File: config.mk
export PLATFORM = sky130hd
export DESIGN_NAME = spram_arbiter
export DESIGN_NICKNAME = d
export VERILOG_FILES = /design/src/rtl/spram_arbiter_pkg.sv /design/src/rtl/rr_arbiter.sv /design/src/rtl/spram_arbiter.sv
export SDC_FILE = /design/constraint.sdc
export NUM_CORES = 1
export LEC_CHECK = 0
export BUFFER_PORTS_ARGS = -buffer_cell sky130_fd_sc_hd__buf_2
export CORE_AREA = 2 2 119 121
export DETAILED_ROUTE_END_ITERATION = 16
export DIE_AREA = 0 0 121 123
export PLACE_DENSITY = 0.7
export SLEW_MARGIN = 20
export SYNTH_ARGS = -nofsm -noshare
export SYNTH_HDL_FRONTEND = slang
export SYNTH_HIERARCHICAL = 1
export SYNTH_SLANG_ARGS = --single-unit
export TNS_END_PERCENT = 10
File: constraint.sdc
create_clock -name clk -period 9.3 [get_ports clk]
set_input_delay 1.395 -clock clk [delete_from_list [all_inputs] [get_ports clk]]
set_output_delay 1.395 -clock clk [all_outputs]
set_load 0.005 [all_outputs]
File: src/rtl/spram_arbiter_pkg.sv
// Shared definitions for the single-port SRAM arbiter.
//   clog2   : ceiling log2 used to size address and requester-index fields
//   state_t : controller states (ST_IDLE serves requests, ST_CLEAR zero-fills)
package spram_arbiter_pkg;

  function automatic int unsigned clog2(input int unsigned value);
    int unsigned res;
    int unsigned rem;
    res = 0;
    rem = (value > 0) ? value - 1 : 0;
    while (rem > 0) begin
      res++;
      rem = rem >> 1;
    end
    return res;
  endfunction

  typedef enum logic {
    ST_IDLE  = 1'b0,
    ST_CLEAR = 1'b1
  } state_t;

endpackage

File: src/rtl/rr_arbiter.sv
// Round-robin grant selection.
//   req   : per-requester request vector
//   ptr   : requester index where the priority search starts
//   grant : one-hot grant (zero when no request)
//   idx   : encoded index of the granted requester (0 when no request)
module rr_arbiter #(
  parameter int unsigned NUM_REQ = 4,
  parameter int unsigned IW      = 2
) (
  input  logic [NUM_REQ-1:0] req,
  input  logic [IW-1:0]      ptr,
  output logic [NUM_REQ-1:0] grant,
  output logic [IW-1:0]      idx
);

  always_comb begin
    logic        found;
    int unsigned j;
    grant = '0;
    idx   = '0;
    found = 1'b0;
    j     = 0;
    for (int unsigned k = 0; k < NUM_REQ; k++) begin
      j = (32'(ptr) + k) % NUM_REQ;
      if (!found && req[j]) begin
        found    = 1'b1;
        grant[j] = 1'b1;
        idx      = IW'(j);
      end
    end
  end

endmodule

File: src/rtl/spram_arbiter.sv
// Multi-requester front end for one single-port SRAM, with a bulk zero-fill.
//   clk, rst         : clock, synchronous active-high reset
//   clr_start        : pulse to start zeroing the whole memory
//   clr_busy/done    : clear in progress / one-cycle completion pulse
//   req_*            : per-requester valid/we/addr/wdata (flattened), req_ready grant
//   rsp_*            : read response, two cycles after the read grant
//   sram_*           : registered SRAM controls (active-low cen/wen), sram_q read data
module spram_arbiter
  import spram_arbiter_pkg::*;
#(
  parameter int unsigned MEM_WIDTH = 32,
  parameter int unsigned MEM_DEPTH = 4096,
  parameter int unsigned NUM_REQ   = 4,
  parameter int unsigned AW        = clog2(MEM_DEPTH),
  parameter int unsigned IW        = (NUM_REQ > 1) ? clog2(NUM_REQ) : 1
) (
  input  logic                         clk,
  input  logic                         rst,
  input  logic                         clr_start,
  output logic                         clr_busy,
  output logic                         clr_done,
  input  logic [NUM_REQ-1:0]           req_valid,
  input  logic [NUM_REQ-1:0]           req_we,
  input  logic [NUM_REQ*AW-1:0]        req_addr,
  input  logic [NUM_REQ*MEM_WIDTH-1:0] req_wdata,
  output logic [NUM_REQ-1:0]           req_ready,
  output logic                         rsp_valid,
  output logic [IW-1:0]                rsp_id,
  output logic [MEM_WIDTH-1:0]         rsp_data,
  output logic                         sram_cen,
  output logic                         sram_wen,
  output logic [AW-1:0]                sram_addr,
  output logic [MEM_WIDTH-1:0]         sram_d,
  input  logic [MEM_WIDTH-1:0]         sram_q
);

  state_t                 state, state_nx;
  logic [IW-1:0]          ptr;
  logic [AW-1:0]          clr_cnt;
  logic                   clr_last;
  logic [NUM_REQ-1:0]     grant;
  logic [IW-1:0]          gnt_idx;
  logic                   xfer;
  logic                   sel_we;
  logic [AW-1:0]          sel_addr;
  logic [MEM_WIDTH-1:0]   sel_wdata;
  logic                   p1_valid;
  logic [IW-1:0]          p1_id;
  logic                   done_q;

  rr_arbiter #(
    .NUM_REQ (NUM_REQ),
    .IW      (IW)
  ) u_rr (
    .req   (req_valid),
    .ptr   (ptr),
    .grant (grant),
    .idx   (gnt_idx)
  );

  assign clr_last = (clr_cnt == AW'(MEM_DEPTH - 1));

  // Grants only in IDLE; a clear request in the same cycle pre-empts the grant.
  always_comb begin
    state_nx  = state;
    req_ready = '0;
    case (state)
      ST_IDLE: begin
        if (clr_start) state_nx = ST_CLEAR;
        else           req_ready = grant;
      end
      ST_CLEAR: begin
        if (clr_last) state_nx = ST_IDLE;
      end
      default: state_nx = ST_IDLE;
    endcase
    if (rst) req_ready = '0;
  end

  assign xfer     = |req_ready;
  assign clr_busy = (state == ST_CLEAR);
  assign clr_done = done_q;
  // sram_q already carries the word for the access issued one cycle earlier.
  assign rsp_data = sram_q;

  always_comb begin
    sel_we    = 1'b0;
    sel_addr  = '0;
    sel_wdata = '0;
    for (int unsigned i = 0; i < NUM_REQ; i++) begin
      if (gnt_idx == IW'(i)) begin
        sel_we    = req_we[i];
        sel_addr  = req_addr[i*AW +: AW];
        sel_wdata = req_wdata[i*MEM_WIDTH +: MEM_WIDTH];
      end
    end
  end

  always_ff @(posedge clk) begin
    if (rst) state <= ST_IDLE;
    else     state <= state_nx;
  end

  always_ff @(posedge clk) begin
    if (rst) begin
      ptr       <= '0;
      clr_cnt   <= '0;
      done_q    <= 1'b0;
      p1_valid  <= 1'b0;
      p1_id     <= '0;
      rsp_valid <= 1'b0;
      rsp_id    <= '0;
      sram_cen  <= 1'b1;
      sram_wen  <= 1'b1;
      sram_addr <= '0;
      sram_d    <= '0;
    end else begin
      done_q    <= (state == ST_CLEAR) && clr_last;
      p1_valid  <= xfer && !sel_we;
      p1_id     <= gnt_idx;
      rsp_valid <= p1_valid;
      rsp_id    <= p1_id;

      if (xfer) ptr <= (gnt_idx == IW'(NUM_REQ - 1)) ? '0 : gnt_idx + 1'b1;

      if (state == ST_CLEAR) begin
        clr_cnt   <= clr_last ? '0 : clr_cnt + 1'b1;
        sram_cen  <= 1'b0;
        sram_wen  <= 1'b0;
        sram_addr <= clr_cnt;
        sram_d    <= '0;
      end else if (xfer) begin
        sram_cen  <= 1'b0;
        sram_wen  <= !sel_we;
        sram_addr <= sel_addr;
        sram_d    <= sel_wdata;
      end else begin
        sram_cen  <= 1'b1;
        sram_wen  <= 1'b1;
      end
    end
  end

endmodule

==> results.yml <==
power:
  switching_share_pct: 46.84
  power.share.sequential_pct: 18.6
  netSwitchingPower_mw: 0.9723
  cellLeakagePower_nw: 2.738
  irDropWorstVdd_mv: 0.2187
  power.share.clock_pct: 15.0
  powerDensity_nw_per_um2: 332.0
  pwr-share-comb_pct: 66.5
  p_int_mw: 1.103
clock_network:
  cts_tree: "yes"
  cts_hold_buffers: 0
  cts_buffers: 9
  clockBufferDepth: 2
  cts-resized-gates: 0
  cts_root_buf: "clkbuf_16"
  htree_levels: 3
  clock-sinks: 68
  path_clk_slew_ns: 0.05
  clk_latency_ns: 0.34
  cts_post_setup_buffers_inserted: 0
cells_and_area:
  final_layout_size_suffix_gt1_share_pct: 39.05
  fillerInstances: 1387
  nets: 1002
  diodes: 0
  synthToLayoutAreaGrowth_pct: 24.16
critical_path:
  max_stage_delay_ns: 0.71
  slowest_stage: "o31ai_1"
  arrival_ns: 4.82
  worstPathCellList: "buf_2 -> mux4_2 -> o31ai_1 -> ha_2 -> buf_4 -> a21oi_1 -> a221o_1 -> a221oi_1"
  crit_path_end_kind: "flip-flop"
  critPathTopFamily: "compound AO/OA/AOI/OAI gates"
  worstSetupPathType: "input pin to flip-flop"
  start_kind: "input pin"
  critPathBufInv: 2
  worstPathMaxFanout: 63
  cp.required_ns: 9.54
synth:
  avgSynthCellArea_sq_um: 8.254
  synth_edf_count: 0
  synth_cells: 610
  synthDistinctLibCells: 48
  synth_flop_cell: "dfxtp_1"
  synth_top_area_share_pct: 27.04
  synth_seq_cells: 68
  netlist_area_sq_um: 5035
  synthArstFlopShare_pct: 0
  yosysMostFrequentCell: "dfxtp_1"
  synth_top_area_cell: "dfxtp_1"
  ys.warnings.count: 6
  yosys-top-cells-area: "dfxtp_1, a221oi_1, nand3b_1"
  syn_nets: 839
  synth_commonest_cells: "dfxtp_1, a21oi_1, inv_1, a221oi_1, nand3b_1"
  seq_area_frac_synth_pct: 27.04
global_route:
  grt_overflow: 0
  use_met2_pct: 38.10
  grt_antenna_before_repair: 0
  top_usage_layer: "met2"
  grt_use_total_pct: 22.90
  grt_pass1_wl_microns: 26750
  gr-usage-met3_pct: 5.212
  grt_max_degree: 93
  grt_pass1_vias: 5151
  use_met1_pct: 28.88
sta:
  setup_slack_ns: 4.713
  finalSetupViolCount: 0
  clock_skew_ns: 0.01075
  finalSetupTns_ns: 0
  rsz0062_at_grt: "no"
  finalHoldViolCount: 0
  fin_crit_ns: 4.587
  slew_viol_final: 0
  fin_crit_sh_pct: 49.32
  worst_slew_pin_slew_ns: 1.031
  slew_headroom_pct: 31.24
  fmax_mhz: 218.0
die:
  initial_core_util_pct: 36.99
  core-area_sq_um: 13610
  die_area_sq_um: 14880
  pin_count: 306
  rows: 43
  chipHeight_microns: 123
  die_w_microns: 121
placement:
  dp_slack_ns: 4.396
  dp_hpwl_microns: 12100
  io_buffer_count: 241
  gp_congestion: 0.8738
routing:
  routed_wl_microns: 17210
  routed_via_density: 5.671
  dr.first_iter.drc_count: 398
  drt-wirelength-per-cell_microns: 18.01
  vias: 5421
  drc: 0
  firstDrtPassIters: 9
  postRouteAntennaNets: 0
hold_path:
  hp-class: "flip-flop to flip-flop"
status:
  status: "finished, final reports clean"
flow_run:
  maxCapViolations: 0
==> cell families after synthesis <==
family,Yosys count,share of synthesized area [%]
and+or+nand+nor,181,21.00
AOI/OAI and AO/OA,182,29.13
muxes,18,4.597
xor gates and xnor gates,4,0.6960
DFF,68,27.04
adders and majority gates,10,2.485
buffers and inverters,147,15.06
==> through the flow <==
stage / utilization [%] / cells / cell area, sq um / hold slack [ns] / power, mW
3_5_place_dp: 44.03 / 942 / 5993 / 0.4242 / 1.768
4_1_cts: 45.92 / 956 / 6251 / 0.4368 / 2.090
5_1_grt: 45.92 / 956 / 6251 / 0.4548 / 2.261
3_3_place_gp: 44.03 / 942 / 5993 / 0.4208 / 1.754
2_1_floorplan: - / 610 / 5035 / 0.4138 / 1.461
6_report: 45.92 / 956 / 6251 / 0.4339 / 2.076
==> cell usage in the layout, fill, tap and decap left out, types with 4 or more instances in the layout <==
| cell | n |
|---|---|
| o221a_1 | 9 |
| nand3_1 | 37 |
| inv_1 | 52 |
| nand4_1 | 4 |
| buf_2 | 241 |
| or4_1 | 5 |
| ha_1 | 6 |
| nor2_1 | 14 |
| nand2_1 | 43 |
| a21oi_1 | 53 |
| o2bb2ai_1 | 5 |
| and2_1 | 5 |
| nand3b_1 | 47 |
| nor2b_1 | 9 |
| mux4_2 | 4 |
| o21ai_0 | 4 |
| mux2i_1 | 13 |
| a221o_1 | 12 |
| buf_4 | 6 |
| a211oi_1 | 15 |
| a221oi_1 | 48 |
| o221a_2 | 23 |
| clkbuf_16 | 9 |
| o31ai_1 | 6 |
| dfxtp_1 | 68 |
==> flip-flops by register name, summed over array words and instances (netlist names), 2 cells and up <==
signal,count
clr_cnt,12
rsp_id,2
sram_d,32
ptr,2
p1_id,2
sram_addr,12
==> worst paths after layout <==
check                    start      endpoint  slack [ns]  cells past startpoint
setup / recovery  req_valid[3]  sram_addr[8]        4.71                      8
hold reg to reg       p1_valid     rsp_valid        0.43                      1
setup reg to reg        ptr[0]  sram_addr[8]        4.84                     10
hold / removal        p1_valid     rsp_valid        0.43                      1
==> power by group through the flow <==
stage | Clock (mW) | Sequential [mW] | Combinational [mW]
floorplan | 0 | 0.384 | 1.08
global placement | 0 | 0.390 | 1.36
detailed placement | 0 | 0.390 | 1.38
CTS | 0.320 | 0.385 | 1.38
global route | 0.333 | 0.392 | 1.54
finish | 0.310 | 0.385 | 1.38
==> area by class of cell <==
class	count	area [sq um]	area share [%]
repair buffers	247	1251	20.02
clock buffers	11	242.7	3.883
clock inverters	3	15.01	0.2402
flip-flops and latches	68	1361	21.78
multi-input cells	395	2960	47.36
inverters	52	195.2	3.122
well taps	180	225.2	3.603
==> layer usage <==
metal | up-vias | wire, microns
met4 | 0 | 447
met2 | 232 | 8398
met1 | 2579 | 7289
li1 | 2576 | -
met5 | - | 0
met3 | 34 | 1078
No activity file was read; power rests on OpenSTA's default activity.
